==> config.mk <==
export PLATFORM = sky130hd
export DESIGN_NAME = control_sequencer
export DESIGN_NICKNAME = d
export VERILOG_FILES = /design/src/rtl/control_sequencer.sv
export SDC_FILE = /design/constraint.sdc
export NUM_CORES = 1
export LEC_CHECK = 0
export CAP_MARGIN = 20
export CORE_AREA = 4 4 54 44
export DETAILED_ROUTE_END_ITERATION = 10
export DIE_AREA = 0 0 58 48
export PLACE_DENSITY = 0.94
export RECOVER_POWER = 25
export SLEW_MARGIN = 30
export SYNTH_ARGS = -nofsm -noshare
export SYNTH_HDL_FRONTEND = slang
export SYNTH_SLANG_ARGS = --single-unit
==> constraint.sdc <==
create_clock -name Clock -period 4.65 [get_ports Clock]
set_input_delay 0.93 -clock Clock [delete_from_list [all_inputs] [get_ports Clock]]
set_output_delay 0.93 -clock Clock [all_outputs]
set_load 0.01 [all_outputs]
==> src/rtl/control_sequencer.sv <==
// Hardwired control unit for alu_system. It fetches a 16-bit instruction as two
// bytes, then issues opcode-specific execute words stepped by a 2-bit counter.
module control_sequencer #(
    parameter logic [3:0] ALU_PASS = 4'b0000,
    parameter logic [3:0] ALU_ADD  = 4'b0100,
    parameter logic [3:0] ALU_SUB  = 4'b0101,
    parameter logic [3:0] ALU_AND  = 4'b0111
) (
    input  logic        Clock,
    input  logic        Reset,
    input  logic [15:0] IROut,
    input  logic [3:0]  ALUOutFlag,
    output logic [1:0]  RF_OutASel,
    output logic [1:0]  RF_OutBSel,
    output logic [1:0]  RF_FunSel,
    output logic [3:0]  RF_RegSel,
    output logic [3:0]  ALU_FunSel,
    output logic [1:0]  ARF_OutCSel,
    output logic [1:0]  ARF_OutDSel,
    output logic [1:0]  ARF_FunSel,
    output logic [2:0]  ARF_RegSel,
    output logic        IR_LH,
    output logic        IR_Enable,
    output logic [1:0]  IR_Funsel,
    output logic        Mem_WR,
    output logic        Mem_CS,
    output logic [1:0]  MuxASel,
    output logic [1:0]  MuxBSel,
    output logic        MuxCSel,
    output logic [1:0]  SC
);

    typedef enum logic [1:0] {
        T0 = 2'd0,
        T1 = 2'd1,
        T2 = 2'd2,
        T3 = 2'd3
    } step_e;

    localparam logic [3:0] OP_LDI  = 4'h0;
    localparam logic [3:0] OP_LDM  = 4'h1;
    localparam logic [3:0] OP_ST   = 4'h2;
    localparam logic [3:0] OP_LDAR = 4'h3;
    localparam logic [3:0] OP_ADD  = 4'h4;
    localparam logic [3:0] OP_SUB  = 4'h5;
    localparam logic [3:0] OP_AND  = 4'h6;
    localparam logic [3:0] OP_INC  = 4'h7;
    localparam logic [3:0] OP_BRA  = 4'h8;
    localparam logic [3:0] OP_BEQ  = 4'h9;

    localparam logic [1:0] FUN_CLEAR = 2'b00;
    localparam logic [1:0] FUN_LOAD  = 2'b01;
    localparam logic [1:0] FUN_INC   = 2'b11;

    localparam logic [1:0] MUX_ALU = 2'b00;
    localparam logic [1:0] MUX_MEM = 2'b01;
    localparam logic [1:0] MUX_IMM = 2'b10;

    localparam logic [2:0] ARF_SEL_PC  = 3'b100;
    localparam logic [2:0] ARF_SEL_AR  = 3'b010;
    localparam logic [2:0] ARF_SEL_ALL = 3'b111;

    localparam logic [1:0] OUTD_PC = 2'b00;
    localparam logic [1:0] OUTD_AR = 2'b01;

    step_e      sc_q;
    step_e      sc_d;
    logic [3:0] opcode;
    logic [1:0] rd;
    logic [1:0] rs1;
    logic [1:0] rs2;
    logic       alu_op;
    logic [3:0] alu_code;
    logic       unused_inputs;

    assign opcode = IROut[15:12];
    assign rd     = IROut[11:10];
    assign rs1    = IROut[9:8];
    assign rs2    = IROut[7:6];
    assign alu_op = opcode inside {OP_ADD, OP_SUB, OP_AND};
    assign SC     = sc_q;

    // The immediate reaches the datapath through IROut directly; only Z is consulted here.
    assign unused_inputs = ^{IROut[5:0], ALUOutFlag[2:0]};

    function automatic logic [3:0] onehot(input logic [1:0] idx);
        return 4'b0001 << idx;
    endfunction

    always_comb begin
        case (opcode)
            OP_ADD:  alu_code = ALU_ADD;
            OP_SUB:  alu_code = ALU_SUB;
            default: alu_code = ALU_AND;
        endcase
    end

    always_ff @(posedge Clock) begin
        // NOTE: state registers use non-blocking assignment so every flop samples pre-edge values.
        if (!Reset) begin
            sc_q <= T0;
        end else begin
            sc_q <= sc_d;
        end
    end

    always_comb begin
        // NOTE: every output gets the idle value first, so no path through the case infers a latch.
        RF_OutASel  = 2'b00;
        RF_OutBSel  = 2'b00;
        RF_FunSel   = FUN_CLEAR;
        RF_RegSel   = 4'b0000;
        ALU_FunSel  = ALU_PASS;
        ARF_OutCSel = 2'b00;
        ARF_OutDSel = OUTD_PC;
        ARF_FunSel  = FUN_CLEAR;
        ARF_RegSel  = 3'b000;
        IR_LH       = 1'b0;
        IR_Enable   = 1'b0;
        IR_Funsel   = FUN_CLEAR;
        Mem_WR      = 1'b0;
        Mem_CS      = 1'b1;
        MuxASel     = MUX_ALU;
        MuxBSel     = MUX_ALU;
        MuxCSel     = 1'b0;
        sc_d        = T0;

        if (!Reset) begin
            // Held reset clears every RF and ARF register, which also zeroes PC.
            RF_RegSel  = 4'hF;
            RF_FunSel  = FUN_CLEAR;
            ARF_RegSel = ARF_SEL_ALL;
            ARF_FunSel = FUN_CLEAR;
        end else begin
            case (sc_q)
                T0, T1: begin
                    ARF_OutDSel = OUTD_PC;
                    Mem_CS      = 1'b0;
                    IR_Enable   = 1'b1;
                    IR_Funsel   = FUN_LOAD;
                    IR_LH       = (sc_q == T1);
                    ARF_RegSel  = ARF_SEL_PC;
                    ARF_FunSel  = FUN_INC;
                    sc_d        = (sc_q == T0) ? T1 : T2;
                end
                T2: begin
                    case (opcode)
                        OP_LDI: begin
                            MuxASel   = MUX_IMM;
                            RF_FunSel = FUN_LOAD;
                            RF_RegSel = onehot(rd);
                        end
                        OP_LDM: begin
                            ARF_OutDSel = OUTD_AR;
                            Mem_CS      = 1'b0;
                            MuxASel     = MUX_MEM;
                            RF_FunSel   = FUN_LOAD;
                            RF_RegSel   = onehot(rd);
                        end
                        OP_ST: begin
                            RF_OutASel  = rd;
                            MuxCSel     = 1'b0;
                            ALU_FunSel  = ALU_PASS;
                            ARF_OutDSel = OUTD_AR;
                            Mem_CS      = 1'b0;
                            Mem_WR      = 1'b1;
                        end
                        OP_LDAR: begin
                            MuxBSel    = MUX_IMM;
                            ARF_FunSel = FUN_LOAD;
                            ARF_RegSel = ARF_SEL_AR;
                        end
                        OP_ADD, OP_SUB, OP_AND: begin
                            RF_OutASel = rs1;
                            RF_OutBSel = rs2;
                            MuxCSel    = 1'b0;
                            ALU_FunSel = alu_code;
                            sc_d       = T3;
                        end
                        OP_INC: begin
                            RF_FunSel = FUN_INC;
                            RF_RegSel = onehot(rd);
                        end
                        OP_BRA: begin
                            MuxBSel    = MUX_IMM;
                            ARF_FunSel = FUN_LOAD;
                            ARF_RegSel = ARF_SEL_PC;
                        end
                        OP_BEQ: begin
                            if (ALUOutFlag[3]) begin
                                MuxBSel    = MUX_IMM;
                                ARF_FunSel = FUN_LOAD;
                                ARF_RegSel = ARF_SEL_PC;
                            end
                        end
                        default: begin
                        end
                    endcase
                end
                T3: begin
                    // Only ALU ops legitimately reach T3; anything else falls back to idle.
                    if (alu_op) begin
                        RF_OutASel = rs1;
                        RF_OutBSel = rs2;
                        MuxCSel    = 1'b0;
                        ALU_FunSel = alu_code;
                        MuxASel    = MUX_ALU;
                        RF_FunSel  = FUN_LOAD;
                        RF_RegSel  = onehot(rd);
                    end
                end
                default: begin
                end
            endcase
        end
    end

endmodule

==> metrics.txt, run 1 <==
drt total wl 1690 microns; Clock Skew 0.000282 ns; Critical Path Fanout Max 10; GRT Overall Usage 12.2%; largest net degree at the start of global routing 14; synth cell count leaders buf_4 (11), nand2b_1 (6), o41ai_1 (6); storage element area 40.0 sq um; Yosys cell types 32; synth warn 0; cts hold-fix bufs 0; DRC 0; Max IR drop VDD 0.126 mV; Vias 622; clock latency on the worst-skew pair 0.23 ns; Layout Cell Area excl Fill 901 sq um; Post-CTS Setup Bufs 0; CTS root buf clkbuf_4; Synth area leader buf_4; CTS Buf Count 3; R2R depth 2; DR WL/cell 13.2 microns; Final nets 128; Placed Area 878 sq um; Leak 0.322 nW; status complete, no violations; Post-synth EDFFs 0; post-cts sizing count 0; initial antenna violation count 0; starting DRC count in detailed routing 9; DR vias/cell 4.86; Post-Syn Instances 70; die area 2780 sq um; top cell type's share of synthesized area 15.8%; most frequent cell after synthesis buf_4; PD cells 142 nW/um^2; Crit path required time 3.72 ns; critical setup path kind in2out; crit path launch type input pin; top cells by area, synth buf_4 (16%), o41ai_1 (10%), dfxtp_1 (7.7%), nand2b_1 (7.2%), nor3b_2 (4.8%); port bufs 41; Post-Route Setup TNS 0 ns; flops & latches, synth 2; n_diodes 0; reg-to-reg slack, setup 3.76 ns; Synth-to-Final Area Change 72.7%; area taken by multi-input logic gates 387 sq um; antenna-violating nets left 0; worst hold path type reg2reg; clock-pin slew on the worst setup and hold paths 0.03 ns; Die Ht 48 microns; sequential share of the synthesized area 7.67%; core area 1890 sq um; Rows 14; leading register cell type out of synthesis dfxtp_1; share of cells above drive strength 1 11.5%; number of global-route vias before repair 580; MaxCap Viol Count 0; final setup vio count 0; Die W 58 microns; Overflow after GRT 0; first-pass GRT wire length 2530 microns; Post-synth ARST share 0%; max reg flops 2; Post-DP HPWL 1360 microns; Initial Util 27.6%; CTS tree yes; Placed Instances 125; I/O pins 58; # clock sinks 2; worst hold stages 2; Fillers 197; CTS HTree Levels 1; RSZ-0062 raised after global routing false; worst path arrival time 3.09 ns; Worst setup EP type primary output; Peak Freq 249 MHz; RePlAce Congestion 0.804; Finished Layout Cells 128; clk buf depth 2; minimum clock period 4.02 ns; First-pass DRT Iterations 2; Fin. Hold Viols 0; Avg Inst Size Synth 7.45 sq um; fin crit share 86.4%; Max Slew Vio Count 0; Cell Area, Synth 522 sq um
-- worst paths after layout --
check              from    endpoint
setup reg to reg  SC[0]       SC[1]
setup / recovery  Reset  MuxASel[0]
hold reg to reg   SC[1]       SC[1]
hold / removal    SC[1]       SC[1]
-- cells by family after synthesis --
logic type	synth area share (%)
AO/OA/AOI/OAI	25.7
AND/OR/NAND/NOR	40.0
flip-flops	7.67
buffers and inverters	22.5
XOR/XNOR	3.36
other	0.719
-- critical path, cell delays in order --
cell             delay (ns)
dlygate4sd3_1          0.73
or3b_4                 0.46
or2_4                  0.26
nor3b_2                0.15
clkdlybuf4s50_1        0.56
-- per-stage QoR --
| stage | hold WS (ns) | setup slack [ns] | power (mW) | util, % |
|---|---|---|---|---|
| floorplan | 0.657 | 1.72 | 0.0649 | - |
| global placement | 0.600 | 0.690 | 0.0888 | 46.4 |
| detailed placement | 0.616 | 0.616 | 0.0905 | 46.4 |
| CTS | 0.621 | 0.634 | 0.129 | 47.6 |
| global route | 0.654 | 0.478 | 0.136 | 47.6 |
| finish | 0.626 | 0.633 | 0.128 | 47.6 |
-- per-layer routing --
layer	wire, microns	part of all wire, %	GRT usage (%)	vias up
li1	-	-	-	303
met1	631	37	12.9	275
met2	807	48	22.1	40
met3	228	13	4.31	4
met4	25	1.5	6.48	0
met5	0	0	0	-
-- where the power goes --
group	internal, mW	leakage [nW]	total (mW)	switching (mW)
combinational	0.0355	0.291	0.0661	0.0306
clock	0.0285	0.0138	0.0387	0.0102
sequential	0.0188	0.0166	0.0231	0.00424
-- layout make-up --
cell class / count / area share, %
repair buffers: 41 / 45.6
multi-input cells: 55 / 42.9
flip-flops and latches: 2 / 4.44
well taps: 24 / 3.33
clock buffers: 3 / 2.50
inverters: 3 / 1.25
-- layout by cell type (no fill, tap or decap), drive strengths merged --
cell type | synthesis | layout
nand4b | 1 | 1
or3b | 1 | 1
nor2b | 2 | 2
nand2 | 4 | 4
xor2 | 1 | 1
conb | 1 | 7
nor2 | 3 | 3
and2 | 3 | 3
nor3 | 5 | 5
or2 | 1 | 1
nor3b | 3 | 3
inv | 3 | 3
a22o | 2 | 2
nand3b | 2 | 2
o221a | 1 | 1
dfxtp | 2 | 2
a211oi | 1 | 1
a2bb2oi | 1 | 1
clkbuf | 2 | 3
o21a | 1 | 1
clkdlybuf4s50 | 0 | 35
a21oi | 1 | 1
xnor2 | 1 | 1
a31o | 1 | 1
o41ai | 6 | 6
o22ai | 1 | 1
dlygate4sd3 | 0 | 6
nand2b | 6 | 6
(Power assumes the default switching activity.)
==> inputs of run 2 (changes only) <==
HOLD_SLACK_MARGIN = 0.02   (was unset)
SKIP_CTS_REPAIR_TIMING = 1   (was unset)
SLEW_MARGIN = 0   (was 30)
==> results of run 2 <==
No change in the layout: final DEF, timing and power equal those of run 1.
==> inputs of run 3 (changes only) <==
GPL_ROUTABILITY_DRIVEN = 0   (was unset)
SKIP_CTS_REPAIR_TIMING = unset   (was 1)
==> results of run 3 <==
No change in the layout: final DEF, timing and power equal those of run 1.
